$ cat src/rtl/step_sequencer_pkg.sv
// Shared constants and state encoding for the instruction-stepping sequencer.
package step_sequencer_pkg;

  localparam int INSTR_W = 32;
  localparam logic [INSTR_W-1:0] NOOP_DEFAULT = 32'h1300_0000;

  typedef enum logic [1:0] {
    ST_IDLE    = 2'd0,
    ST_STEP    = 2'd1,
    ST_DUMP    = 2'd2,
    ST_WAIT_TX = 2'd3
  } seq_state_t;

endpackage

$ cat src/rtl/step_sequencer_instr_fifo.sv
// Show-ahead synchronous instruction FIFO; a push while full is taken only
// when a pop happens in the same cycle, otherwise the word is dropped.
module instr_fifo
  import step_sequencer_pkg::*;
#(
  parameter int DEPTH = 4,
  parameter int WIDTH = INSTR_W
) (
  input  logic                           clk12,
  input  logic                           rst,
  input  logic                           push,
  input  logic [WIDTH-1:0]               din,
  input  logic                           pop,
  output logic [WIDTH-1:0]               dout,
  output logic                           full,
  output logic                           empty,
  output logic [$clog2(DEPTH+1)-1:0]     count
);

  localparam int AW = $clog2(DEPTH);
  localparam int CW = $clog2(DEPTH + 1);

  logic [WIDTH-1:0] mem [DEPTH];
  logic [AW-1:0]    rd_ptr;
  logic [AW-1:0]    wr_ptr;
  logic [CW-1:0]    count_q;
  logic             push_ok;
  logic             pop_ok;

  assign full    = (count_q == CW'(DEPTH));
  assign empty   = (count_q == '0);
  assign count   = count_q;
  assign dout    = mem[rd_ptr];
  assign pop_ok  = pop && !empty;
  assign push_ok = push && (!full || pop_ok);

  // Storage is not reset; only the pointers and occupancy define validity.
  always_ff @(posedge clk12) begin
    if (push_ok) mem[wr_ptr] <= din;
  end

  always_ff @(posedge clk12) begin
    if (rst) begin
      rd_ptr  <= '0;
      wr_ptr  <= '0;
      count_q <= '0;
    end else begin
      if (push_ok) wr_ptr <= wr_ptr + AW'(1);
      if (pop_ok)  rd_ptr <= rd_ptr + AW'(1);
      count_q <= count_q + CW'(push_ok) - CW'(pop_ok);
    end
  end

endmodule

$ cat src/rtl/step_sequencer.sv
// Queues received instructions and steps the CPU clock once per instruction,
// then requests a register-file dump and waits for the transmitter.
module step_sequencer
  import step_sequencer_pkg::*;
#(
  parameter int                 DEPTH       = 4,
  parameter int                 HALF_CYCLES = 10,
  parameter int                 INJECT_HALF = 2,
  parameter logic [INSTR_W-1:0] NOOP        = NOOP_DEFAULT
) (
  input  logic                         clk12,
  input  logic                         rst,
  input  logic [31:0]                  instr_in,
  input  logic                         instr_rcv,
  input  logic                         tx_ready,
  output logic                         clk_proc,
  output logic [31:0]                  inst_out,
  output logic                         send_regfile,
  output logic                         busy,
  output logic [$clog2(DEPTH+1)-1:0]   fifo_count,
  output logic                         overflow
);

  localparam int CNT_W = $clog2(HALF_CYCLES);

  seq_state_t        state;
  logic [CNT_W-1:0]  cnt;
  logic [31:0]       cur_instr;
  logic              wait_first;
  logic [31:0]       fifo_head;
  logic              fifo_full;
  logic              fifo_empty;
  logic              fifo_pop;

  assign fifo_pop = (state == ST_IDLE) && !fifo_empty;

  instr_fifo #(
    .DEPTH (DEPTH),
    .WIDTH (INSTR_W)
  ) u_fifo (
    .clk12 (clk12),
    .rst   (rst),
    .push  (instr_rcv),
    .din   (instr_in),
    .pop   (fifo_pop),
    .dout  (fifo_head),
    .full  (fifo_full),
    .empty (fifo_empty),
    .count (fifo_count)
  );

  always_ff @(posedge clk12) begin
    if (rst) begin
      state        <= ST_IDLE;
      cnt          <= '0;
      cur_instr    <= NOOP;
      clk_proc     <= 1'b1;
      send_regfile <= 1'b0;
      wait_first   <= 1'b0;
      overflow     <= 1'b0;
    end else begin
      send_regfile <= 1'b0;
      if (instr_rcv && fifo_full && !fifo_pop) overflow <= 1'b1;
      case (state)
        ST_IDLE: begin
          if (!fifo_empty) begin
            cur_instr <= fifo_head;
            cnt       <= '0;
            clk_proc  <= 1'b0;
            state     <= ST_STEP;
          end
        end
        ST_STEP: begin
          if (cnt == CNT_W'(HALF_CYCLES - 1)) begin
            clk_proc <= 1'b1;
            cnt      <= '0;
            state    <= ST_DUMP;
          end else begin
            clk_proc <= ~clk_proc;
            cnt      <= cnt + CNT_W'(1);
          end
        end
        ST_DUMP: begin
          if (tx_ready) begin
            send_regfile <= 1'b1;
            wait_first   <= 1'b1;
            state        <= ST_WAIT_TX;
          end
        end
        ST_WAIT_TX: begin
          // The transmitter may still report idle in the cycle of the request.
          if (wait_first) begin
            wait_first <= 1'b0;
          end else if (tx_ready) begin
            state <= ST_IDLE;
          end
        end
        default: state <= ST_IDLE;
      endcase
    end
  end

  assign inst_out = ((state == ST_STEP) && (int'(cnt) < INJECT_HALF)) ? cur_instr : NOOP;
  assign busy     = (state != ST_IDLE);

endmodule
$ cat config.mk
export PLATFORM = sky130hd
export DESIGN_NAME = step_sequencer
export DESIGN_NICKNAME = d
export VERILOG_FILES = /design/src/rtl/step_sequencer_pkg.sv /design/src/rtl/step_sequencer_instr_fifo.sv /design/src/rtl/step_sequencer.sv
export SDC_FILE = /design/constraint.sdc
export NUM_CORES = 1
export LEC_CHECK = 0
export ABC_AREA = 1
export CELL_PAD_IN_SITES_DETAIL_PLACEMENT = 1
export CELL_PAD_IN_SITES_GLOBAL_PLACEMENT = 1
export CORE_AREA = 2 2 176 92
export DETAILED_ROUTE_END_ITERATION = 10
export DIE_AREA = 0 0 178 94
export PLACE_DENSITY = 0.83
export RECOVER_POWER = 50
export SYNTH_ARGS = -nofsm -noshare
export SYNTH_HDL_FRONTEND = slang
export SYNTH_SLANG_ARGS = --single-unit
$ cat constraint.sdc
create_clock -name clk12 -period 7.4 [get_ports clk12]
set_input_delay 1.85 -clock clk12 [delete_from_list [all_inputs] [get_ports clk12]]
set_output_delay 1.85 -clock clk12 [all_outputs]
set_load 0.1 [all_outputs]
Yosys cells after proc, flatten, opt, wreduce, memory -nomap -nowiden. Memories as Yosys holds them, arrays and structs flattened. A register that Yosys moved wholly into a read port is not among the register bits. Cells that the tools add are included.

Register bits: 17. Latch bits: 0. RAM bits: 128. ROM bits: 0. Input bits: 36. Output and inout bits: 39. Logic and storage cells: 67. Memories kept: 1.

Add/sub/neg operators: 5. Multiply operators: 0. Divide/modulo/power cells: 0. Order comparisons: 1. Eq/ne operators: 10. Shifts and indexed selects: 0. Multiplexer cells: 18. Bitwise logic cells: 3. Reduce and logical (&&, ||, !) cells: 20.

Memories: u_fifo.mem (words 4, bits a word 32, read ports 1, clocked after memory_dff 1, write ports 1, RTL line step_sequencer_instr_fifo.sv:23) `logic [WIDTH-1:0] mem [DEPTH];`.

Operators by type and width (count): 32-bit 2-to-1 mux (1); 2-bit 2-to-1 mux (5); 2-bit inequality test, second input constant (5); 4-bit 2-to-1 mux (2); 2-bit one-hot mux with 4 select lines (1); 4-bit one-hot mux with 2 select lines (1); 1-bit logical AND (6); 1-bit 2-to-1 mux (6); 2-bit AND reduction (3); 2-bit nonzero test (3); 5-bit AND reduction (1); 2-bit by 1-bit adder with 2-bit output, second input constant (2); 4-bit by 1-bit adder with 4-bit output, second input constant (1); 2-bit == test, second input constant (2); 4-bit == test, second input constant (1); 4-bit by 2-bit < comparator with 1-bit output, second input constant (1); 1-bit one-hot mux with 2 select lines (2); 3-bit by 1-bit adder with 3-bit output (1); 3-bit == test, second input constant (1); 1-bit logical NOT (3); 3-bit logical NOT (1); 1-bit inverter (3); 3-bit by 1-bit subtractor with 3-bit output (1); 2-bit by 1-bit == test with 1-bit output, second input constant (1); 3 further kinds (3).

Depth between registers and ports, before layout. Gate-level depths: netlist (run 1).

Word-level depth: 8. Depth in mapped cells: 11. Depth with buffers taken out: 10.

Hierarchy. From an unflattened synthesis (run 1), not the netlist that was laid out.

Cells, all modules: 639. Area total of the unflattened synthesis: 7136.8 um^2.

By module, submodules not included: instr_fifo (times used 1, cells each 381, area each 5277.6 um^2, seq. area each 4023.9 um^2); step_sequencer (times used 1, cells each 258, area each 1859.3 um^2, seq. area each 840.8 um^2).

Worst setup path after synthesis (run 1). OpenSTA, ideal clock, no wires.

Path kind: reg-to-output. From: register state[1]. To: output inst_out[10]. Data arrival time: 2213 ps. Required time: 5550 ps. Setup slack: 3337 ps. Cell stages (with the launch flop): 6. Path buffers: 1. Path through: dfxtp_1 inv_1 ha_1 nand4_1 clkbuf_1 nor2_1.

Cells in the longest elaborated chain, start to end: 3.

RTL lines: start, declared (RTL line step_sequencer.sv:26) `seq_state_t state;`; start signal, assigned (RTL line step_sequencer.sv:54) `state <= ST_IDLE;`; start signal, assigned (RTL line step_sequencer.sv:70) `state <= ST_STEP;`; start signal, assigned (RTL line step_sequencer.sv:77) `state <= ST_DUMP;`; 2-bit by 1-bit == test with 1-bit output (RTL line step_sequencer.sv:103) `assign inst_out = ((state == ST_STEP) && (int'(cnt) < INJECT_HALF)) ? cur_instr : NOOP;`; 1-bit logical AND (RTL line step_sequencer.sv:103); 32-bit 2-to-1 mux (RTL line step_sequencer.sv:103); end, declared (RTL line step_sequencer.sv:17) `output logic [31:0] inst_out,`.

Every way passes these cells.

Worst setup path after layout (run 1).
From: register state[1]. To: output inst_out[23].

Same word-level chain as after synthesis.

==> out/qor.txt, run 1 <==
Mapped Nets: 731
via count: 4971
Max H-tree Level: 4
Core Footprint: 0.0151 mm2
Starting Density: 0.475
top-count cell post-synth: nor2_1
CTS tree: built
top_reg_cell synth: edfxtp_1
IO Pins: 75
CP Capture Type: output port
clock slew at reported path FFs: 70 ps
total wire length: 17600 um
number of antenna-violating nets in the routed design: 0
count of cell types in the netlist: 27
Hold WC Path Type: register to register
top-area cell type share of the netlist area: 0.537
Avg Cell Area, Syn: 10.5 um2
Worst-Skew Late Latency: 430 ps
synthesis-to-finish area growth: 19.7%
GRT Util Overall: 0.222
maximum clock path buffer count: 2
final setup TNS: 0 ps
vias in the first global route: 5292
Min Clock Period, post-route: 5150 ps
First-pass DRT Iterations: 4
most common library cells after synthesis: nor2_1, edfxtp_1, o21ai_1
DP Area: 0.00802 mm2
sequential cell area fraction in the yosys report: 0.674
Post-synth EDFFs: 128
CP Launch Type: register
max-slew violation count: 38
Die Footprint: 0.0167 mm2
Max-Cap Viols: 1
Mapped Cells: 682
final setup vio count: 0
setup bufs post-CTS: 0
Die Wd: 178 um
nets@finish: 794
mux cell area share after synthesis: 0
Synth warnings: 0
routed vias/inst: 5.15
Core Util, Final: 0.568
Placer Congestion: 0.750
share of post-route cells with drive strength above 1: 0.0686
Worst Path Arrival: 3300 ps
largest net degree at the start of global routing: 66
RSZ-0062 raised after global routing: no
clk_skew: 11.0 ps
failing checks: max-capacitance violations, max-slew violations
Crit Path Class: register to output port
Synth area leader: edfxtp_1
Max IR drop VDD: 0.145 mV
number of synthesized register bits: 177
DIE HEIGHT: 94 um
Synth Area in XOR/XNOR: 0.00245
post-synthesis adder-cell area fraction: 0.0238
hold buffer count at CTS: 0
post-route cell area: 0.00857 mm2
TritonCTS Buffers: 17
Power Density: 413 mW/mm2
grt total ovfl: 0
first-pass GRT wire length: 27500 um
Max Clk Rate: 0.194 GHz
Final Hold Viols: 0
CP Max Fanout: 22
P_leak: 0.00310 uW
Worst-Margin Slew: 1780 ps
initial antenna violation count: 3
largest family of logic cells by synthesized area: simple AND/OR/NAND/NOR gates
leading post-synthesis cells by cell area: edfxtp_1, dfxtp_1, nor2_1, o21ai_1, inv_1
PortBufs: 74
Slew HR: -0.190
Iter 0 DRT Violations: 295
data required time of the worst path: 5550 ps
Async SR Flop Fraction: 0
cell area after synthesis: 0.00716 mm2
post-route DRC violation count: 0
Simple-Gate Fraction of Synth Area: 0.149
drt wl/cell: 18.3 um
Final HPWL DP: 10800 um
Sink Count: 177
Compound-Gate Fraction of Synth Area: 0.0912
cts repair resizes: 0
status: complete, but fails checks
final worst-path cycle share: 0.696
Clock Root Buffer: clkbuf_16
Cell Rows: 32
final timing paths:
kind                                   start                    endpoint  slack (ps)  cells after the start
hold reg to reg   cur_instr[24]$_SDFFE_PP1P_  cur_instr[24]$_SDFFE_PP1P_         470                      2
setup / recovery       state[1]$_SDFFE_PP0P_                inst_out[23]        2250                      6
setup reg to reg       state[1]$_SDFFE_PP0P_  u_fifo.count[2]$_SDFF_PP0_        4600                     10
hold / removal    cur_instr[24]$_SDFFE_PP1P_  cur_instr[24]$_SDFFE_PP1P_         470                      2
power breakdown:
group / internal [uW] / switching (uW)
logic: 344 / 1010
registers: 1250 / 93.8
clock network: 444 / 408
final cells by class:
class	instances	area, um2
Fill cell	1646	6520
Sequential cell	177	4830
Multi-Input combinational cell	410	1940
Timing Repair Buffer	77	759
Clock buffer	18	429
Tap cell	204	255
Inverter	62	235
Clock inverter	14	121
Antenna cell	3	7.51
through the flow:
| step | setup slack, ps | hold slack (ps) | power, uW | instances |
|---|---|---|---|---|
| after floorplan | 3340 | 425 | 2400 | 682 |
| after global placement | 2860 | 436 | 2650 | 930 |
| after detailed placement | 2690 | 452 | 2730 | 930 |
| after CTS | 2220 | 468 | 3580 | 962 |
| after global routing | 2030 | 490 | 3750 | 963 |
| final | 2250 | 465 | 3540 | 965 |
sequential cells by signal, indices dropped and copies added, names as in the netlist:
register / count
wait_first: 1
u_fifo.wr_ptr: 2
overflow: 1
cur_instr: 32
send_regfile: 1
u_fifo.rd_ptr: 2
state: 2
cnt: 4
u_fifo.count: 3
u_fifo.mem: 128
clk_proc: 1
logic make-up after synthesis:
kind of cell	count (synthesis)
compound gates	130
xor+xnor	2
simple gates	265
buf+inv	95
flops	177
fa+ha+maj	13
worst max-delay path, cell delays in order (launching register included):
cell and delay, ps:
dfxtp_1 350, inv_1 110, ha_1 220, nand4_1 460
buf_4 430, nor2_1 130, clkdlybuf4s50_1 1160
cells in the final DEF (no fill, tap or decap), drive strengths merged:
master	synthesis	routed
nand2	44	44
edfxtp	128	128
inv	62	72
nor2	195	195
dfxtp	49	49
a21oi	10	10
nor3	1	1
or2	3	3
o21ai	119	119
nand4	5	5
ha	12	12
clkinv	0	3
clkbuf	7	19
nand3	17	17
a211oi	1	1
buf	26	2
fa	1	1
clkdlybuf4s50	0	40
diode	0	3
clkinvlp	0	1
dlygate4sd3	0	34
xor2	2	2
routing by layer:
metal	wire length, um	track usage
met4	223	0.0731
met5	0	0
met2	8710	0.394
met3	941	0.0413
met1	7750	0.276
(Power assumes the default switching activity.)
==> run 2: changes to the inputs <==
--- a/config.mk
+++ b/config.mk
@@ -8,10 +8,10 @@
 export ABC_AREA = 1
 export CELL_PAD_IN_SITES_DETAIL_PLACEMENT = 1
 export CELL_PAD_IN_SITES_GLOBAL_PLACEMENT = 1
-export CORE_AREA = 2 2 176 92
+export CORE_AREA = 2 2 193 100
 export DETAILED_ROUTE_END_ITERATION = 10
-export DIE_AREA = 0 0 178 94
-export PLACE_DENSITY = 0.83
+export DIE_AREA = 0 0 195 102
+export PLACE_DENSITY = 0.73
 export RECOVER_POWER = 50
 export SYNTH_ARGS = -nofsm -noshare
 export SYNTH_HDL_FRONTEND = slang
==> constraint.sdc (replaced) <==
create_clock -name clk12 -period 4.43 [get_ports clk12]
set_input_delay 1.1075 -clock clk12 [delete_from_list [all_inputs] [get_ports clk12]]
set_output_delay 1.1075 -clock clk12 [all_outputs]
set_load 0.1 [all_outputs]
==> out/qor.txt, run 2 (synthesized netlist as in run 1, its figures left out) <==
status: complete, but fails checks (unchanged)
failing checks: max-capacitance violations, max-slew violations (unchanged)
max FFs per register: 128 (unchanged)
final setup TNS: 0 ps (unchanged)
commonest non-fill, non-tap cell in the layout: nor2_1 (unchanged)
Clock Root Buffer: clkbuf_16 (unchanged)
Max Clk Rate: 0.258 GHz
end point of the critical path: inst_out[2] (was inst_out[23])
Worst-Margin Slew: 2150 ps (was 1780 ps)
initial antenna violation count: 0 (was 3)
Worst Path Arrival: 2780 ps (was 3300 ps)
# fillers: 2001 (was 1646)
ant diodes: 0 (was 3)
largest net degree at the start of global routing: 67 (was 66)
nets@finish: 798 (was 794)
Largest regs: u_fifo.mem x128, cur_instr x32, cnt x4 (unchanged)
setup bufs post-CTS: 0 (unchanged)
instance count on the critical path: 6 (unchanged)
Reg power frac: 0.375 (was 0.378)
total power: 5930 uW (was 3540 uW)
post-route cell area: 0.00857 mm2 (about the same)
cts repair resizes: 0 (unchanged)
post-route DRC violation count: 0 (unchanged)
routed vias/inst: 4.89 (was 5.15)
max-slew violation count: 138 (was 38)
TritonCTS Buffers: 17 (unchanged)
vias in the first global route: 5296 (was 5292)
drt wl/cell: 17.1 um (was 18.3 um)
Final HPWL DP: 10200 um (was 10800 um)
total wire length: 17100 um (was 17600 um)
Max-Cap Viols: 3 (was 1)
final worst-path cycle share: 0.877
Max H-tree Level: 4 (unchanged)
final setup vio count: 0 (unchanged)
post-route setup slack: 547 ps (was 2250 ps)
Min Hold Slack: 451 ps (was 465 ps)
Hold WC Path Type: register to register (unchanged)
CP Launch Type: register (unchanged)
Max IR drop VDD: 0.373 mV (was 0.145 mV)
data required time of the worst path: 3320 ps (was 5550 ps)
maximum clock path buffer count: 2 (unchanged)
Biggest register: u_fifo.mem (unchanged)
clk_skew: 15.2 ps (was 11.0 ps)
PortBufs: 74 (unchanged)
first-pass GRT wire length: 27700 um (was 27500 um)
Placer Congestion: 0.712 (was 0.750)
Sink Count: 177 (unchanged)
Power Density: 692 mW/mm2 (was 413 mW/mm2)
Starting Density: 0.395 (was 0.475)
First-pass DRT Iterations: 6 (was 4)
CP Max Fanout: 18 (was 22)
GRT Util Overall: 0.183 (was 0.222)
worst slack at placement: 940 ps (was 2690 ps)
share of post-route cells with drive strength above 1: 0.114 (was 0.0686)
DR WL met3: 503 um (was 941 um)
synthesis-to-finish area growth: 19.6% (was 19.7%)
max layer used: met4 (unchanged)
DIE HEIGHT: 102 um (was 94 um)
crit-path leading delay family: buffers and inverters (unchanged)
Min Clock Period, post-route: 3880 ps
Iter 0 DRT Violations: 232 (was 295)
via count: 4902 (was 4971)
Die Wd: 195 um (was 178 um)
P_int: 3400 uW (was 2030 uW)
P_leak: 0.00318 uW (was 0.00310 uW)
hold depth: 2 (unchanged)
Slowest Stage Delay on Critical Path: 750 ps (was 1160 ps)
most frequent cells in the layout: nor2_1, edfxtp_1, o21ai_1, inv_1, dfxtp_1 (unchanged)
R2R Setup Slk: 710 ps (was 4600 ps)
CP Capture Type: output port (unchanged)
Switching Share: 0.426 (about the same)
CTS tree: built (unchanged)
Final Hold Viols: 0 (unchanged)
clock share of power: 0.248 (was 0.240)
grt total ovfl: 0 (unchanged)
Crit Path Class: register to output port (unchanged)
Die Footprint: 0.0199 mm2 (was 0.0167 mm2)
Gate power share: 0.377 (was 0.381)
hold buffer count at CTS: 0 (unchanged)
RSZ-0062 raised after global routing: no (unchanged)
most numerous cell on the critical path: buf_4
crit path buf inv count: 3 (unchanged)
clock slew at reported path FFs: 80 ps (was 70 ps)
Cell Rows: 35 (was 32)
Slew HR: -0.432 (was -0.190)
M1 WL: 7920 um (was 7750 um)
metal2 WL: 8430 um (was 8710 um)
Crit-path slowest cell: nand4_1 (was clkdlybuf4s50_1)
CP Launch Point: state[1]$_SDFFE_PP0P_ (unchanged)
reg2reg end: u_fifo.count[2]$_SDFF_PP0_ (unchanged)
CP Cell Sequence: inv_1 > ha_1 > nand4_1 > buf_4 > nor2_1 > buf_4 (was inv_1 > ha_1 > nand4_1 > buf_4 > nor2_1 > clkdlybuf4s50_1)
switching power total: 2530 uW (was 1510 uW)
number of antenna-violating nets in the routed design: 0 (unchanged)
R2R cell count: 10 (unchanged)
Worst-Skew Late Latency: 430 ps (about the same)
DP Area: 0.00802 mm2 (about the same)
Core Footprint: 0.0181 mm2 (was 0.0151 mm2)
IO Pins: 75 (unchanged)
R2R Path Start: state[0]$_SDFFE_PP0P_ (was state[1]$_SDFFE_PP0P_)
==> run 2: cell type report <==
type                    count  area, um2  share of cell area
clock inverters            14        143              0.0167
multi-input cells         410       1920               0.225
inverters                  62        235              0.0275
flip-flops and latches    177       4830               0.563
well taps                 240        300              0.0351
repair buffers             81        709              0.0828
clock buffers              18        429              0.0501
==> run 2: worst reg2reg max path, stage by stage, from the launching register on <==
cell and delay (ps):
dfxtp_1 380, inv_1 80, ha_1 270, nand2_1 1100, inv_4 470, ha_1 460
inv_1 40, ha_1 190, fa_1 390, xor2_1 170, nor2_1 50
==> run 2: metrics by stage <==
stage,util,instances
2_1_floorplan,-,682
3_3_place_gp,0.442,970
3_5_place_dp,0.442,970
4_1_cts,0.474,1002
5_1_grt,0.472,1002
6_report,0.472,1002
==> run 2: how the worst min path moves through the flow <==
| stage | slack (ps) | start | end |
|---|---|---|---|
| final | 450 | overflow$_SDFFE_PP0P_ | overflow$_SDFFE_PP0P_ |
| after CTS | 460 | overflow$_SDFFE_PP0P_ | overflow$_SDFFE_PP0P_ |
| after floorplan | 430 | cur_instr[28]$_SDFFE_PP1P_ | cur_instr[28]$_SDFFE_PP1P_ |
| after detailed placement | 450 | overflow$_SDFFE_PP0P_ | overflow$_SDFFE_PP0P_ |
| after global routing | 480 | overflow$_SDFFE_PP0P_ | overflow$_SDFFE_PP0P_ |
| after global placement | 440 | overflow$_SDFFE_PP0P_ | overflow$_SDFFE_PP0P_ |
==> run 2: power by group through the flow <==
stage	Sequential, uW	Combinational (uW)	Clock, uW
2_1_floorplan	2350	1670	0
3_3_place_gp	2250	2200	0
3_5_place_dp	2260	2280	0
4_1_cts	2230	2300	1490
5_1_grt	2260	2490	1570
6_report	2220	2240	1470
==> run 2: layer usage <==
layer / GRT usage / vias up
li1: - / 2395
met1: 0.222 / 2404
met5: 0 / -
met2: 0.332 / 85
met3: 0.0360 / 18
met4: 0.0611 / 0
==> edit: new RTL, flow settings as in run 2 <==
Re-encode `seq_state_t` (4 states) as one-hot, 4 bits wide.
--- a/src/rtl/step_sequencer_pkg.sv
+++ b/src/rtl/step_sequencer_pkg.sv
@@ -5,9 +5,9 @@
   localparam logic [INSTR_W-1:0] NOOP_DEFAULT = 32'h1300_0000;
 
-  typedef enum logic [1:0] {
-    ST_IDLE    = 2'd0,
-    ST_STEP    = 2'd1,
-    ST_DUMP    = 2'd2,
-    ST_WAIT_TX = 2'd3
+  typedef enum logic [3:0] {
+    ST_IDLE    = 4'b0001,
+    ST_STEP    = 4'b0010,
+    ST_DUMP    = 4'b0100,
+    ST_WAIT_TX = 4'b1000
   } seq_state_t;
 
Check against the original RTL: same outputs for any inputs over 10 cycles, from zero or initial values and one cycle with rst high; not proved beyond that.
==> edit against run 2 <==
  * The run still ends with max-capacitance violations, max-slew violations left
  * Combinational power down 26%
  * Synthesized area up 0.26%
  * Setup slack better by 530 ps
  * Via count down 0.71%
  * Sequential cell count up 2
  * Critical path type unchanged
  * Cell area up 0.80%
  * Hold slack better by 3.4 ps
  * Power down 10%
  * Wire length down 2.5%
==> edit: results (changes against run 2) <==
| Metric | Value |
|---|---|
| Status | `finished with violations (unchanged)` |
| Failing checks | `max-capacitance violations, max-slew violations (unchanged)` |
| Final Slew Violations | `34 (was 138)` |
| Met2 wire len | `8569 um (was 8432 um)` |
| Final #Nets | `783 (was 798)` |
| Seq power | `2.15 mW (was 2.22 mW)` |
| Leading post-synthesis cells by cell area | `edfxtp_1 (54%), dfxtp_1 (14%), nor2_1 (10%) (unchanged)` |
| Tot GR Track Use | `17.70% (was 18.26%)` |
| Comb power frac | `31.1% (was 37.7%)` |
| Largest net degree at the start of global routing | `70 (was 67)` |
| Routability cong. | `0.7473 (was 0.7122)` |
| Max cap viols | `1 (was 3)` |
| Met1 Wirelength | `7587 um (was 7917 um)` |
| Count of different cell masters after synthesis | `33 (was 27)` |
| Adder-cell share of the synthesized area | `1.672% (was 2.376%)` |
| Layout cells sized above 1 | `11.32% (was 11.42%)` |
| Leak Pwr | `3.203 nW (was 3.182 nW)` |
| RR Endpoint | `cur_instr[25] (was u_fifo.count[2])` |
| DR iter-0 viols | `267 (was 232)` |
| WL/cell | `16.82 um (was 17.06 um)` |
| Synth cell count leaders | `nor2_1 (194), edfxtp_1 (128), o21ai_0 (65) (was nor2_1 (194), edfxtp_1 (128), o21ai_1 (107))` |
| Worst vdd ir | `0.3311 mV (was 0.3726 mV)` |
| Slowest cell on the critical path | `clkdlybuf4s50_1 (was nand4_1)` |
| R2R depth | `6 (was 10)` |
| Post-DP HPWL | `9989 um (was 10220 um)` |
| Crit path DAT | `2250 ps (was 2780 ps)` |
| Compound-Gate Fraction of Synth Area | `9.861% (was 9.118%)` |
| Worst flop-to-flop path startpoint | `u_fifo.rd_ptr[1] (was state[0])` |
| Reg2Reg Setup Slack | `1600 ps (was 710 ps)` |
==> edit: cell types whose count changed after synthesis, sizes merged, moves of 2 or more <==
cell / change
o21ai: -48
a211oi: +28
clkbuf: +10
buf: -7
nand2: +7
a21oi: +6
inv: -6
ha: -4
nand3: -4
o22ai: +3
dfxtp: +2
nand4: -2
==> edit: final cells by class <==
type / instances / area (um2)
Fill cell: 1979 / 9495
Clock buffer: 20 / 446.7
Tap cell: 240 / 300.3
Timing Repair Buffer: 83 / 714.4
Inverter: 56 / 210.2
Clock inverter: 12 / 150.1
Sequential cell: 179 / 4866
Multi-Input combinational cell: 401 / 1947
==> edit: per-stage QoR <==
step / cell area (um2) / hold WS, ps / std cells / worst slack (ps)
detailed placement: 8056 / 449.1 / 959 / 1268
global route: 8635 / 487.0 / 991 / 881.4
floorplan: 7182 / 425.4 / 672 / 867.4
finish: 8635 / 454.5 / 991 / 1075
global placement: 8056 / 437.5 / 959 / 1336
CTS: 8653 / 459.4 / 991 / 1022
==> edit: worst max path at each step <==
stage               startpoint  depth (start not counted)               end
floorplan             state[2]                          5  u_fifo.mem[0][0]
global placement     instr_rcv                          9   u_fifo.count[2]
detailed placement   instr_rcv                          9   u_fifo.count[2]
CTS                   state[1]                          7      inst_out[24]
global route          state[1]                          7      inst_out[25]
finish                state[2]                          3              busy
==> edit: layer usage <==
| metal | track usage [%] | up-vias |
|---|---|---|
| met5 | 0 | - |
| met4 | 4.463 | 0 |
| met3 | 3.531 | 13 |
| li1 | - | 2390 |
| met2 | 32.47 | 55 |
| met1 | 21.82 | 2409 |
==> edit: worst max-delay path: cells and delay by family, from the launching register on <==
family	cells	cell delay [ps]
buf+inv	1	1170
simple gates	2	250
flops	1	400
